--- config.mk ---
export PLATFORM = sky130hd
export DESIGN_NAME = gpt_output_compare_flat
export DESIGN_NICKNAME = d
export VERILOG_FILES = /design/src/rtl/gpt_output_compare_if.sv /design/src/rtl/gpt_output_compare.sv /design/src/flat_wrapper.sv
export SDC_FILE = /design/constraint.sdc
export NUM_CORES = 1
export LEC_CHECK = 0
export CORE_ASPECT_RATIO = 1.1
export CORE_MARGIN = 5
export CORE_UTILIZATION = 45
export CTS_CLUSTER_DIAMETER = 120
export DETAILED_ROUTE_END_ITERATION = 8
export PLACE_DENSITY = 0.87
export SLEW_MARGIN = 20
export SYNTH_ARGS = -nofsm -noshare
export SYNTH_HDL_FRONTEND = slang
export SYNTH_SLANG_ARGS = --single-unit
--- constraint.sdc ---
create_clock -name aclk_i -period 2.5 [get_ports aclk_i]
set_input_delay 0.5 -clock aclk_i [delete_from_list [all_inputs] [get_ports aclk_i]]
set_output_delay 0.5 -clock aclk_i [all_outputs]
set_load 0.02 [all_outputs]
--- src/rtl/gpt_output_compare_if.sv ---
// Time-base and CCRx write bundle feeding one GPT output-compare channel.
// The time base and regblock drive it (master); the channel consumes it (slave).
interface gpt_output_compare_if #(
  parameter int CNT_WIDTH = 32
);
  logic [CNT_WIDTH-1:0] cnt_i;
  logic                 cnt_tick_i;
  logic                 dir_i;
  logic                 uev_i;
  logic [CNT_WIDTH-1:0] ccr_wdata_i;
  logic                 ccr_we_i;

  modport master (
    output cnt_i, cnt_tick_i, dir_i, uev_i, ccr_wdata_i, ccr_we_i
  );

  modport slave (
    input cnt_i, cnt_tick_i, dir_i, uev_i, ccr_wdata_i, ccr_we_i
  );
endinterface

--- src/rtl/gpt_output_compare.sv ---
// One GPT output-compare/PWM channel: preloaded CCRx, OCxREF generation,
// OCxREF clear latch, compare-match pulse and CCxIF flag.
module gpt_output_compare #(
  parameter int CNT_WIDTH = 32
) (
  input  logic                 aclk_i,
  input  logic                 aresetn_i,
  gpt_output_compare_if.slave  cnt_bus,
  input  logic [2:0]           ocm_i,
  input  logic                 ocpe_i,
  input  logic                 occe_i,
  input  logic                 ocref_clr_i,
  input  logic                 ccp_i,
  input  logic                 cce_i,
  input  logic                 ccg_i,
  input  logic                 ccif_clr_i,
  output logic [CNT_WIDTH-1:0] ccr_o,
  output logic                 ocref_o,
  output logic                 oc_o,
  output logic                 match_o,
  output logic                 ccif_o
);

  typedef enum logic [2:0] {
    OC_FROZEN  = 3'b000,
    OC_SET     = 3'b001,
    OC_CLEAR   = 3'b010,
    OC_TOGGLE  = 3'b011,
    OC_FORCE_0 = 3'b100,
    OC_FORCE_1 = 3'b101,
    OC_PWM1    = 3'b110,
    OC_PWM2    = 3'b111
  } oc_mode_e;

  oc_mode_e             mode;
  logic [CNT_WIDTH-1:0] ccr_pre;
  logic                 clr_latch;
  logic                 clr_latch_nxt;
  logic                 match_evt;
  logic                 pwm1_lvl;
  logic                 ocref_nxt;

  assign mode      = oc_mode_e'(ocm_i);
  assign match_evt = cnt_bus.cnt_tick_i & (cnt_bus.cnt_i == ccr_o);

  // PWM1 level, evaluated every cycle with unsigned full-width compares.
  assign pwm1_lvl = cnt_bus.dir_i ? !(cnt_bus.cnt_i > ccr_o)
                                  :  (cnt_bus.cnt_i < ccr_o);

  // Set has priority; release only on an update event with the request gone.
  always_comb begin
    clr_latch_nxt = clr_latch;
    if (occe_i && ocref_clr_i)
      clr_latch_nxt = 1'b1;
    else if (cnt_bus.uev_i && !ocref_clr_i)
      clr_latch_nxt = 1'b0;
  end

  // Using the next latch value lets a clear request force OCxREF low one cycle later.
  always_comb begin
    ocref_nxt = ocref_o;
    case (mode)
      OC_FROZEN:  ocref_nxt = ocref_o;
      OC_SET:     if (match_evt) ocref_nxt = 1'b1;
      OC_CLEAR:   if (match_evt) ocref_nxt = 1'b0;
      OC_TOGGLE:  if (match_evt) ocref_nxt = ~ocref_o;
      OC_FORCE_0: ocref_nxt = 1'b0;
      OC_FORCE_1: ocref_nxt = 1'b1;
      OC_PWM1:    ocref_nxt = pwm1_lvl;
      OC_PWM2:    ocref_nxt = ~pwm1_lvl;
      default:    ocref_nxt = ocref_o;
    endcase
    if (clr_latch_nxt)
      ocref_nxt = 1'b0;
  end

  // With preload on, a write and UEV in the same cycle move the old preload to the shadow.
  always_ff @(posedge aclk_i or negedge aresetn_i) begin
    if (!aresetn_i) begin
      ccr_pre <= '0;
      ccr_o   <= '0;
    end else begin
      if (cnt_bus.ccr_we_i)
        ccr_pre <= cnt_bus.ccr_wdata_i;
      if (cnt_bus.ccr_we_i && !ocpe_i)
        ccr_o <= cnt_bus.ccr_wdata_i;
      else if (cnt_bus.uev_i && ocpe_i)
        ccr_o <= ccr_pre;
    end
  end

  always_ff @(posedge aclk_i or negedge aresetn_i) begin
    if (!aresetn_i) begin
      clr_latch <= 1'b0;
      ocref_o   <= 1'b0;
      match_o   <= 1'b0;
      ccif_o    <= 1'b0;
    end else begin
      clr_latch <= clr_latch_nxt;
      ocref_o   <= ocref_nxt;
      match_o   <= match_evt;
      if (match_evt || ccg_i)
        ccif_o <= 1'b1;
      else if (ccif_clr_i)
        ccif_o <= 1'b0;
    end
  end

  assign oc_o = cce_i ? (ocref_o ^ ccp_i) : 1'b0;

endmodule

--- src/flat_wrapper.sv ---
// flat-port wrapper written by rule: the top's interface ports become plain ports
module gpt_output_compare_flat 
#(
  parameter int CNT_WIDTH = 32
)
  (aclk_i, aresetn_i, ocm_i, ocpe_i, occe_i, ocref_clr_i, ccp_i, cce_i, ccg_i, ccif_clr_i, ccr_o, ocref_o, oc_o, match_o, ccif_o, cnt_bus_cnt_i, cnt_bus_cnt_tick_i, cnt_bus_dir_i, cnt_bus_uev_i, cnt_bus_ccr_wdata_i, cnt_bus_ccr_we_i);
  gpt_output_compare_if #(.CNT_WIDTH(CNT_WIDTH)) cnt_bus_i ();
  input  logic aclk_i;
  input  logic aresetn_i;
  input  logic [2:0] ocm_i;
  input  logic ocpe_i;
  input  logic occe_i;
  input  logic ocref_clr_i;
  input  logic ccp_i;
  input  logic cce_i;
  input  logic ccg_i;
  input  logic ccif_clr_i;
  output logic [CNT_WIDTH-1:0] ccr_o;
  output logic ocref_o;
  output logic oc_o;
  output logic match_o;
  output logic ccif_o;
  input wire logic [$bits(cnt_bus_i.cnt_i)-1:0] cnt_bus_cnt_i;
  input wire logic [$bits(cnt_bus_i.cnt_tick_i)-1:0] cnt_bus_cnt_tick_i;
  input wire logic [$bits(cnt_bus_i.dir_i)-1:0] cnt_bus_dir_i;
  input wire logic [$bits(cnt_bus_i.uev_i)-1:0] cnt_bus_uev_i;
  input wire logic [$bits(cnt_bus_i.ccr_wdata_i)-1:0] cnt_bus_ccr_wdata_i;
  input wire logic [$bits(cnt_bus_i.ccr_we_i)-1:0] cnt_bus_ccr_we_i;
  assign cnt_bus_i.cnt_i = cnt_bus_cnt_i;
  assign cnt_bus_i.cnt_tick_i = cnt_bus_cnt_tick_i;
  assign cnt_bus_i.dir_i = cnt_bus_dir_i;
  assign cnt_bus_i.uev_i = cnt_bus_uev_i;
  assign cnt_bus_i.ccr_wdata_i = cnt_bus_ccr_wdata_i;
  assign cnt_bus_i.ccr_we_i = cnt_bus_ccr_we_i;
  gpt_output_compare #(.CNT_WIDTH(CNT_WIDTH)) u_core (.aclk_i(aclk_i), .aresetn_i(aresetn_i), .cnt_bus(cnt_bus_i), .ocm_i(ocm_i), .ocpe_i(ocpe_i), .occe_i(occe_i), .ocref_clr_i(ocref_clr_i), .ccp_i(ccp_i), .cce_i(cce_i), .ccg_i(ccg_i), .ccif_clr_i(ccif_clr_i), .ccr_o(ccr_o), .ocref_o(ocref_o), .oc_o(oc_o), .match_o(match_o), .ccif_o(ccif_o));
endmodule
==> reports/qor.csv <==
metric,value,unit
preCtsSetupSlack,-134,ps
die_y,105,µm
initial_core_util,46.2,%
startpoint,ccp_i,
status,completed,
grt_pass1_wl,15700,µm
fin_crit,2350,ps
root_buffer,clkbuf_8,
antenna_found_initial,0,
vias,3052,
layout-drive-gt1-share,13.4,%
via_per_inst,5.21,
syn_area_per_cell,10.5,µm²
worst_setup_path_end_kind,output port,
grt_usage,19.9,%
fmax,426,MHz
cts_tree,built,
final_nets,585,
yosys_warnings,0,
drv_slew,0,
tightestPinTransition,523,ps
portBuffers,115,
synth_seq_area_share,46.3,%
finalWeightedCongestion,0.795,
hpwl,7570,µm
fin_crit_sh,93.9,%
grt_overflow_total,0,
netlist_area,0.00367,mm²
clock_skew,10.2,ps
leakagePower,0.00243,µW
cts_hold_buf,0,
setup_viol,0,
post_cts_buffers,0,
ys_seq_elements,68,
route.detailed.wl_per_inst,16.3,µm
setup.worst_path.class,primary input to output port,
maxSlewHeadroom,64.8,%
synth_edf_count,0,
place.detailed.instances,570,
ys_types,33,
worst_slack,153,ps
worstPathArrival,1850,ps
clkSinkCount,68,
syn_nets,463,
clk_path_buf_depth,2,
power.density,597,mW/mm²
clkLatencyLatePin,340,ps
hold_class,primary input to async pin,
htreeDepth,3,
synthCells,351,
diodes,0,
path_max_fanout,1,
hold_violations,0,
synth_async_sr_flop_share,100,%
rr_startpoint,u_core.ccr_o[30]$_DFFE_PN0P_,
detail_route.first_pass.iterations,5,
startpoint_type,primary input,
grt_pass1_vias,3262,
final-instance-count-excl-fill,586,
cts.clk_slew.worst_paths,70,ps
die_w,96.1,µm
rsz0062_at_grt,no,
cts_made_buffers,9,
grt_max_degree,39,
hold_ws,179,ps
postCtsResizedCells,0,
ir_worst_vdd,0.322,mV
floorplan.rows,34,
area_growth,41.2,%
maxCapViolations,0,
worstPathRequired,2000,ps
synth_top_flop_cell,dfrtp_1,
core,0.00796,mm²
dieArea,0.0101,mm²
drt_iter0_drc,148,
io_pins,116,
routed_wl,9530,µm
ant_nets,0,
drc,0,
==> cell families (layout without fill, tap and decap cells) <==
family          Yosys count  count (layout)  share of synthesized area, %
fa+ha+maj                32              32                          10.9
flops                    68              68                          46.3
mux                      64              64                          18.5
buf+inv                  52             179                          5.32
compound gates           69              69                          10.7
simple gates             65              65                          7.94
xor+xnor                  1               1                         0.239
==> where the power goes <==
part | internal (µW) | leakage (µW) | total [µW] | switching, µW
combinational | 490 | 0.00153 | 940 | 450
clock | 415 | 0.0000896 | 823 | 407
sequential | 1240 | 0.000813 | 1330 | 98.6
total | 2140 | 0.00243 | 3100 | 956
==> metrics by stage <==
| step | area [µm²] | utilization, % | setup TNS (ps) | total power (µW) |
|---|---|---|---|---|
| global route | 5190 | 65.2 | 0 | 3300 |
| CTS | 5190 | 65.2 | 0 | 3130 |
| floorplan | 3670 | - | 0 | 1820 |
| global placement | 5010 | 62.9 | -39.6 | 2250 |
| detailed placement | 5010 | 62.9 | -199 | 2300 |
| finish | 5190 | 65.2 | 0 | 3100 |
==> sequential cells by signal, indices dropped and copies added (netlist names) <==
name and flops:
u_core.ocref_o 1, u_core.clr_latch 1, u_core.ccr_pre 32, u_core.ccif_o 1, u_core.match_o 1, u_core.ccr_o 32
==> critical path: stages <==
cell and delay [ps]:
clkdlybuf4s50_1 480, xor2_1 130, and2_1 130, clkdlybuf4s50_1 610
==> cell usage in the layout, fill, tap and decap left out, drive strengths merged, types with 12 or more instances in the layout <==
cell           count
dfrtp             68
buf               12
a21oi             17
o21ai             40
ha                32
mux2i             32
mux2              32
inv               38
nand2             43
clkbuf            13
clkdlybuf4s50    113
==> path summary, 6_finish.rpt <==
kind                                                 end  slack [ps]  cells past startpoint
setup / recovery                                    oc_o         150                      4
max in group asynchronous  u_core.ccr_pre[4]$_DFFE_PN0P_        1940                      2
hold reg to reg                u_core.ccif_o$_DFFE_PN0P_         500                      1
hold / removal              u_core.ccr_o[18]$_DFFE_PN0P_         180                      2
setup reg to reg              u_core.ocref_o$_DFFE_PN0P_         350                      8
min in group aclk_i            u_core.ccif_o$_DFFE_PN0P_         500                      1
==> cell type report <==
cell class | count | area, µm²
Fill cell | 625 | 2770
Multi-Input combinational cell | 231 | 1790
Sequential cell | 68 | 1700
Timing Repair Buffer | 125 | 1240
Clock buffer | 13 | 159
Inverter | 38 | 143
Tap cell | 108 | 135
Clock inverter | 3 | 21.3
==> layer usage <==
metal | track usage (%) | part of all wire (%) | wire (µm) | vias up
met3 | 5.82 | 7.7 | 736 | 14
met2 | 32.5 | 49 | 4620 | 106
met4 | 6.30 | 1.7 | 164 | 0
li1 | - | - | - | 1465
met1 | 25.1 | 42 | 4000 | 1467
met5 | 0 | 0 | 0 | -
==> cells in the mapped netlist (all sizes together), types with 4 or more instances <==
master  count  area (µm²)
o21ai      40         204
nand2      43         161
mux2       32         360
ha         32         400
dfrtp      68        1700
nand4       6        37.5
inv        38         143
a21oi      17        88.8
nand3       4        20.0
buf         5        18.8
mux2i      32         320
clkbuf      9        33.8
(Power assumes the default switching activity.)
